[src/rtl/axis_fifo_slice_if.sv]
// AXI-Stream bundle: payload, sideband and valid/ready handshake for one stream direction.
interface axis_fifo_slice_if #(
  parameter int DATA_WIDTH = 8,
  parameter int USER_WIDTH = 1
);
  logic [DATA_WIDTH-1:0]   tdata;
  logic [DATA_WIDTH/8-1:0] tkeep;
  logic [USER_WIDTH-1:0]   tuser;
  logic                    tlast;
  logic                    tvalid;
  logic                    tready;

  modport master (output tdata, tkeep, tuser, tlast, tvalid, input  tready);
  modport slave  (input  tdata, tkeep, tuser, tlast, tvalid, output tready);
endinterface

[src/rtl/axis_fifo_slice.sv]
// DEPTH-entry AXI-Stream FIFO slice. Both handshake outputs decode registered state only,
// so upstream ready never combinationally depends on downstream ready.
module axis_fifo_slice #(
  parameter int DATA_WIDTH = 8,
  parameter int USER_WIDTH = 1,
  parameter int DEPTH      = 4
) (
  input  logic                       aclk,
  input  logic                       aresetn,
  axis_fifo_slice_if.slave           s_axis,
  axis_fifo_slice_if.master          m_axis,
  output logic [$clog2(DEPTH+1)-1:0] occupancy,
  output logic [$clog2(DEPTH+1)-1:0] pkt_count
);
  localparam int AW = $clog2(DEPTH);
  localparam int KW = DATA_WIDTH / 8;
  localparam int CW = $clog2(DEPTH + 1);

  typedef struct packed {
    logic [DATA_WIDTH-1:0] data;
    logic [KW-1:0]         keep;
    logic [USER_WIDTH-1:0] user;
    logic                  last;
  } beat_t;

  beat_t       mem [DEPTH];
  beat_t       in_beat;
  beat_t       head;
  logic [AW:0] wr_ptr;
  logic [AW:0] rd_ptr;
  logic        out_of_reset;
  logic        full;
  logic        empty;
  logic        push;
  logic        pop;

  // Pointers carry an extra wrap bit so full and empty are distinguishable at equal indices.
  assign full  = (wr_ptr[AW-1:0] == rd_ptr[AW-1:0]) && (wr_ptr[AW] != rd_ptr[AW]);
  assign empty = (wr_ptr == rd_ptr);

  assign s_axis.tready = out_of_reset & ~full;
  assign m_axis.tvalid = ~empty;
  assign push          = s_axis.tvalid & s_axis.tready;
  assign pop           = m_axis.tvalid & m_axis.tready;

  assign in_beat = {s_axis.tdata, s_axis.tkeep, s_axis.tuser, s_axis.tlast};
  assign head    = mem[rd_ptr[AW-1:0]];

  assign m_axis.tdata = head.data;
  assign m_axis.tkeep = head.keep;
  assign m_axis.tuser = head.user;
  assign m_axis.tlast = head.last;

  // NOTE: sequential state uses non-blocking assignments so every register samples
  // pre-edge values regardless of statement order.
  always_ff @(posedge aclk or negedge aresetn) begin
    if (!aresetn) begin
      wr_ptr       <= '0;
      rd_ptr       <= '0;
      out_of_reset <= 1'b0;
      occupancy    <= '0;
      pkt_count    <= '0;
    end else begin
      out_of_reset <= 1'b1;
      if (push) wr_ptr <= wr_ptr + (AW+1)'(1);
      if (pop)  rd_ptr <= rd_ptr + (AW+1)'(1);
      case ({push, pop})
        2'b10:   occupancy <= occupancy + CW'(1);
        2'b01:   occupancy <= occupancy - CW'(1);
        default: occupancy <= occupancy;
      endcase
      pkt_count <= pkt_count + CW'(push & in_beat.last) - CW'(pop & head.last);
    end
  end

  // NOTE: storage has no reset; an entry is only ever read after it has been written,
  // and leaving it out keeps the array as plain flops/RAM without a reset tree.
  always_ff @(posedge aclk) begin
    if (push) mem[wr_ptr[AW-1:0]] <= in_beat;
  end
endmodule

[src/flat_wrapper.sv]
// flat-port wrapper written by rule: the top's interface ports become plain ports
module axis_fifo_slice_flat 
#(
  parameter int DATA_WIDTH = 8,
  parameter int USER_WIDTH = 1,
  parameter int DEPTH      = 4
)
  (aclk, aresetn, occupancy, pkt_count, s_axis_tdata, s_axis_tkeep, s_axis_tuser, s_axis_tlast, s_axis_tvalid, s_axis_tready, m_axis_tdata, m_axis_tkeep, m_axis_tuser, m_axis_tlast, m_axis_tvalid, m_axis_tready);
  axis_fifo_slice_if #(.DATA_WIDTH(DATA_WIDTH), .USER_WIDTH(USER_WIDTH)) s_axis_i ();
  axis_fifo_slice_if #(.DATA_WIDTH(DATA_WIDTH), .USER_WIDTH(USER_WIDTH)) m_axis_i ();
  input  logic aclk;
  input  logic aresetn;
  output logic [$clog2(DEPTH+1)-1:0] occupancy;
  output logic [$clog2(DEPTH+1)-1:0] pkt_count;
  input wire logic [$bits(s_axis_i.tdata)-1:0] s_axis_tdata;
  input wire logic [$bits(s_axis_i.tkeep)-1:0] s_axis_tkeep;
  input wire logic [$bits(s_axis_i.tuser)-1:0] s_axis_tuser;
  input wire logic [$bits(s_axis_i.tlast)-1:0] s_axis_tlast;
  input wire logic [$bits(s_axis_i.tvalid)-1:0] s_axis_tvalid;
  output wire logic [$bits(s_axis_i.tready)-1:0] s_axis_tready;
  output wire logic [$bits(m_axis_i.tdata)-1:0] m_axis_tdata;
  output wire logic [$bits(m_axis_i.tkeep)-1:0] m_axis_tkeep;
  output wire logic [$bits(m_axis_i.tuser)-1:0] m_axis_tuser;
  output wire logic [$bits(m_axis_i.tlast)-1:0] m_axis_tlast;
  output wire logic [$bits(m_axis_i.tvalid)-1:0] m_axis_tvalid;
  input wire logic [$bits(m_axis_i.tready)-1:0] m_axis_tready;
  assign s_axis_i.tdata = s_axis_tdata;
  assign s_axis_i.tkeep = s_axis_tkeep;
  assign s_axis_i.tuser = s_axis_tuser;
  assign s_axis_i.tlast = s_axis_tlast;
  assign s_axis_i.tvalid = s_axis_tvalid;
  assign s_axis_tready = s_axis_i.tready;
  assign m_axis_tdata = m_axis_i.tdata;
  assign m_axis_tkeep = m_axis_i.tkeep;
  assign m_axis_tuser = m_axis_i.tuser;
  assign m_axis_tlast = m_axis_i.tlast;
  assign m_axis_tvalid = m_axis_i.tvalid;
  assign m_axis_i.tready = m_axis_tready;
  axis_fifo_slice #(.DATA_WIDTH(DATA_WIDTH), .USER_WIDTH(USER_WIDTH), .DEPTH(DEPTH)) u_core (.aclk(aclk), .aresetn(aresetn), .s_axis(s_axis_i), .m_axis(m_axis_i), .occupancy(occupancy), .pkt_count(pkt_count));
endmodule
[config.mk]
export PLATFORM = sky130hd
export DESIGN_NAME = axis_fifo_slice_flat
export DESIGN_NICKNAME = d
export VERILOG_FILES = /design/src/rtl/axis_fifo_slice_if.sv /design/src/rtl/axis_fifo_slice.sv /design/src/flat_wrapper.sv
export SDC_FILE = /design/constraint.sdc
export NUM_CORES = 1
export LEC_CHECK = 0
export BUFFER_PORTS_ARGS = -buffer_cell sky130_fd_sc_hd__buf_4
export CAP_MARGIN = 10
export CORE_ASPECT_RATIO = 1.75
export CORE_MARGIN = 2
export CORE_UTILIZATION = 40
export DETAILED_ROUTE_END_ITERATION = 12
export SLEW_MARGIN = 5
export SYNTH_ARGS = -nofsm -noshare
export SYNTH_HDL_FRONTEND = slang
export SYNTH_SLANG_ARGS = --single-unit
[constraint.sdc]
create_clock -name aclk -period 3.3 [get_ports aclk]
set_input_delay 0.66 -clock aclk [delete_from_list [all_inputs] [get_ports aclk]]
set_output_delay 0.66 -clock aclk [all_outputs]
set_load 0.03 [all_outputs]
# Word-level counts from Yosys, hierarchy flattened
# Memory sizes are Yosys's and may differ from the RTL's.
# Cells that the tools add are included.
# W data, S select, Z words.
[totals]
reg_bits = 13
latch_bits = 0
ram_bits = 44
romBits = 0
inputBits = 15
wordCells = 29
n_memories = 1
[op_classes]
n_addsub = 6
mul = 0
n_div = 0
order_cmp = 0
eq_ne = 5
shifts = 0
muxes = 3
bitwise = 7
reduce_logical = 2
[memory_table]
columns = ["memory", "words", "width", "read_ports", "rd_clocked_by_memory_dff", "write_ports", "line_no", "source"]
rows = [
  ["u_core.mem", 4, 11, 1, 0, 1, "axis_fifo_slice.sv:26", "beat_t mem [DEPTH];"],
]
[op_table]
columns = ["op", "n"]
rows = [
  ["$add A3 B1 Y3 const B", 3],
  ["$pmux W3 S2", 1],
  ["$and A1 B1 Y1", 5],
  ["$add A3 B3 Y3", 1],
  ["$eq A3 B3 Y1", 1],
  ["$sub A3 B1 Y3 const B", 1],
  ["$sub A3 B3 Y3", 1],
  ["$eq A2 B1 Y1 const B", 1],
  ["$eq A2 B2 Y1", 1],
  ["$eq A2 B2 Y1 const B", 1],
  ["$mux W1", 2],
  ["$not A1 Y1", 2],
  ["$reduce_bool A2 Y1", 1],
  ["$logic_and A1 B1 Y1", 1],
  ["$ne A1 B1 Y1", 1],
]

# Logic depth before layout (Yosys ltp)
[logic_depth]
ltp_word = 8
depth_mapped = 11
mapped_depth_nobuf = 10

# Worst setup path after synthesis
# OpenSTA, ideal clock, no wires.
[synth_path]
path_kind = "flip-flop to flip-flop"
from = "register u_core.rd_ptr[0]"
to = "register u_core.pkt_count[2]"
setup_time_ps = 135
arrival_time_ps = 2364
required_time_ps = 3165
setup_slack_ps = 801
path_stages_with_launch = 11
period_less_slack_ps = 2499
cell_sequence = "dfrtp_1 -> buf_6 -> mux4_2 -> nor2b_1 -> ha_1 -> inv_1 -> ha_1 -> inv_1 -> fa_1 -> xnor2_1 -> xnor2_1"
[synth_between]
elab_cells_between_ends = 13
classes_between = "2 x add/sub; 2 x eq/ne; 7 x bitwise; 1 x reduce/logical; 1 x memory"
[synth_lines]
columns = ["element", "line_no", "source"]
rows = [
  ["start, declared", "axis_fifo_slice.sv:30", "logic [AW:0] rd_ptr;"],
  ["start signal, assigned", "axis_fifo_slice.sv:66", "if (pop) rd_ptr <= rd_ptr + (AW+1)'(1);"],
  ["$mem_v2 Z4 W11", "-", ""],
  ["via m_axis_tlast", "flat_wrapper.sv:24", "output wire logic [$bits(m_axis_i.tlast)-1:0] m_axis_tlast;"],
  ["$and A1 B1 Y1", "axis_fifo_slice.sv:72", "pkt_count <= pkt_count + CW'(push & in_beat.last) - CW'(pop & head.last);"],
  ["$sub A3 B3 Y3", "axis_fifo_slice.sv:72", ""],
  ["end signal, assigned", "axis_fifo_slice.sv:72", ""],
  ["end, declared", "axis_fifo_slice.sv:13", "output logic [$clog2(DEPTH+1)-1:0] pkt_count"],
]
# The timed path passes the listed nets, and every way through them passes these cells.
# A chain may end at the register's enable or synchronous reset.

# Final worst setup path
[layout_path]
from = "register u_core.rd_ptr[1]"
to = "output m_axis_tvalid"
[layout_between]
elab_chain_len = 2
[layout_rtl]
columns = ["element", "line_no", "source"]
rows = [
  ["$eq A3 B3 Y1", "axis_fifo_slice.sv:39", "assign empty = (wr_ptr == rd_ptr);"],
  ["$not A1 Y1", "axis_fifo_slice.sv:42", "assign m_axis.tvalid = ~empty;"],
  ["end, declared", "flat_wrapper.sv:25", "output wire logic [$bits(m_axis_i.tvalid)-1:0] m_axis_tvalid;"],
]
# No other way between the ends.

==> results.md <==
- Post-synthesis sequential area ratio: 68.1%
- Hold Crit Class: in -> async
- PostCTS Resize Cnt: 0
- Status: complete, no violations
- Clock Path Buffers: 2
- CTS Hold Bufs: 0
- Initial antenna violation count: 0
- Via count: between 1000 and 1500
- Synth Instances: approximately 130
- WP data arrival: about 2.1 ns
- Critical path startpoint category: flip-flop
- Syn nets: roughly 150
- Ys async rst share: 22.8%
- Ys Warns: 0
- Antenna diodes: 0
- CP max stage delay: 0.81 ns
- # IOs: 34
- Power Internal: approximately 1.7 mW
- Vias in the first global route: ~1400
- Via density: ~4.8
- Detail Route Antenna Nets: 0
- Crit end category: primary output
- Top cells by count, synth: edfxtp_1, dfrtp_1, inv_1
- CTS root buf: clkbuf_8
- Number of cells on the critical path: 3
- Global-route wire length before repair: around 7 mm
- Setup TNS: 0 ns
- Maximum fanout along the worst path: 15
- Starting Density: about two fifths
- Power per cell area: about 1000 mW/mm^2
- # port buffers: 33
- Die footprint: 0.00671 mm^2
- Clk_skew: roughly 0.0064 ns
- Synth unique cells: 29
- Largest net degree at the start of global routing: 16
- Final WS setup: approximately 0.56 ns
- Most instantiated library cell after synthesis: edfxtp_1
- Post-synth EDFFs: 44
- Tmin final: between 2 and 3 ns
- Final Hold Fails: 0
- DRC: 0
- Inserted Clock Buffers: 9
- Pre-antenna DRT Iters: 4
- Slew Limit Fails: 0
- Top cell type's share of synthesized area: around 55%
- Clock latency on the worst-skew pair: around 0.33 ns
- Final Cycle Share: between 80 and 90%
- Max-cap violations: 0
- Proportion of layout cells with a drive suffix above 1: a little under two fifths
- Peak Freq: ~370 MHz
- Worst Path Buf+Inv: 1
- Synth Register Bits: 57
- Drt wl/cell: between 15 and 20 um
- Synthesis-to-layout area growth: 20.2%
- Nets: 197
- Unrepaired setup endpoints after global routing: false
- Total gr overflow: 0
- Peak supply drop: 0.561 mV
- Clk slew on worst S/H paths: approximately 0.06 ns
- Most used DFF post-synth: edfxtp_1
- Hpwl dp: 2.80 mm
- Multi-input gate area: just under 700 um^2
- Clk sinks: 57
- Post-Syn Area per Cell: ~19 um^2
- Least-Margin Pin Slew: just over 0.7 ns
- Sequential Area: about 0.0016 mm^2
- All-layer global routing usage: between 10 and 15%
- Core box area: between 0.005 and 0.006 mm^2
- Sequential power share: 37.9%
- Clock network fraction of design power: 18.7%
- Final Setup Violations: 0
- CTS tree: done
- Worst path slowest cell: dfrtp_1
- R2R depth: 10
- Die height: approximately 110 um
- Switch share: 38.8%
- Final Util: between 40% and 50%
- Largest area contributor in the netlist: edfxtp_1
- Row cnt: 37
- WHS: approximately 0.17 ns
- Fillcell total: ~540
- H-tree lvl count: 3
- Die Wd: roughly 63 um
- Critical Path RT: ~2.6 ns
- CP Class: reg -> out
- Setup WS pre-CTS: 0.568 ns
- P_sw: 1.10 mW
- Leak: ~1.1 nW
- Overall power: between 2 and 3 mW
- Setup Fix Bufs, Post-CTS: 0
- Post-synthesis cell area: approximately 0.0024 mm^2
- Gp weighted congestion: a little under 0.7
- Gate power share: ~43%
- Max_slew headroom: between 50% and 60%
- Iter 0 DRT Violations: 41
- Synth area leaders: edfxtp_1, dfrtp_1, mux4_2
- CP Cell Sequence: xor2_1 -> or3_2 -> buf_4
- Final wirelength: 4.11 mm
- CP top delay family: flip-flops
## layer usage
layer / wire length, um / part of all wire, % / track usage, %
met5: 0 / 0 / 0
met4: 97 / 2.4 / 8.89
met3: 172 / 4.2 / 5.35
met2: 2270 / 55 / 23.7
met1: 1580 / 38 / 15.5
## area by class of cell
cell class,count,share of cell area [%]
Tap cell,78,3.36
Multi-Input combinational cell,56,23.5
Clock inverter,6,1.21
Sequential cell,57,56.7
Inverter,12,1.55
Clock buffer,10,4.39
Timing Repair Buffer,36,9.30
## worst reg2reg max path, stage by stage (launching register included)
cell and delay (ns):
dfrtp_1 0.81, xor2_1 0.25, o31ai_2 0.31, nor2b_1 0.08
ha_1 0.27, inv_1 0.05, ha_1 0.13, inv_1 0.04
fa_1 0.38, xnor2_1 0.18, xnor2_1 0.14
## cell families (layout without fill, tap and decap cells)
| group | count (synthesis) | after routing | synth area share (%) |
|---|---|---|---|
| AOI/OAI and AO/OA | 8 | 8 | 3.16 |
| xor gates and xnor gates | 13 | 13 | 5.02 |
| adders and majority gates | 10 | 10 | 5.80 |
| buffers and inverters | 16 | 64 | 3.57 |
| DFF | 57 | 57 | 68.1 |
| muxes | 13 | 13 | 11.6 |
| other | 1 | 1 | 0.155 |
| and+or+nand+nor | 11 | 11 | 2.54 |
## worst paths after layout
check | startpoint | to | slack [ns]
worst max register to register | u_core.rd_ptr[1]$_DFFE_PN0P_ | u_core.pkt_count[2]$_DFF_PN0_ | 0.58
max in group asynchronous | aresetn | u_core.rd_ptr[0]$_DFFE_PN0P_ | 2.96
min in group aclk | u_core.occupancy[2]$_DFFE_PN0P_ | u_core.occupancy[2]$_DFFE_PN0P_ | 0.47
worst min register to register | u_core.occupancy[2]$_DFFE_PN0P_ | u_core.occupancy[2]$_DFFE_PN0P_ | 0.47
worst max-delay path | u_core.rd_ptr[1]$_DFFE_PN0P_ | m_axis_tvalid | 0.56
worst min-delay path | aresetn | u_core.occupancy[0]$_DFFE_PN0P_ | 0.17
## cells in the final DEF (no fill, tap or decap), drive strengths merged
cell type / count
clkbuf: 10
a211o: 1
a31oi: 3
nor2: 1
mux4: 11
o31ai: 1
nor4: 1
conb: 1
nand2: 2
xor2: 5
nand3: 1
edfxtp: 44
dfrtp: 13
clkinvlp: 2
o21ai: 1
inv: 12
ha: 8
and2: 4
buf: 36
clkinv: 4
nor2b: 1
mux2: 2
or3: 1
o311ai: 1
a211oi: 1
fa: 2
xnor2: 8
## stage by stage
step,cells,instance area (um^2)
CTS,255,2910
floorplan,129,2420
finish,255,2910
detailed placement,239,2740
global placement,239,2740
global route,255,2910
## state kept, by name, summed over array words and instances, names as in the netlist
name / cells
u_core.mem: 44
u_core.occupancy: 3
u_core.out_of_reset: 1
u_core.pkt_count: 3
u_core.rd_ptr: 3
u_core.wr_ptr: 3
## power by group through the flow
stage                     Clock (mW)  Sequential, mW  Combinational (mW)
after floorplan                    0            1.09               0.882
after global placement             0            1.07                1.21
after detailed placement           0            1.09                1.25
after CTS                      0.546            1.08                1.25
after global routing           0.583            1.09                1.34
final                          0.529            1.07                1.23
Power figures use the tool's default switching activity.
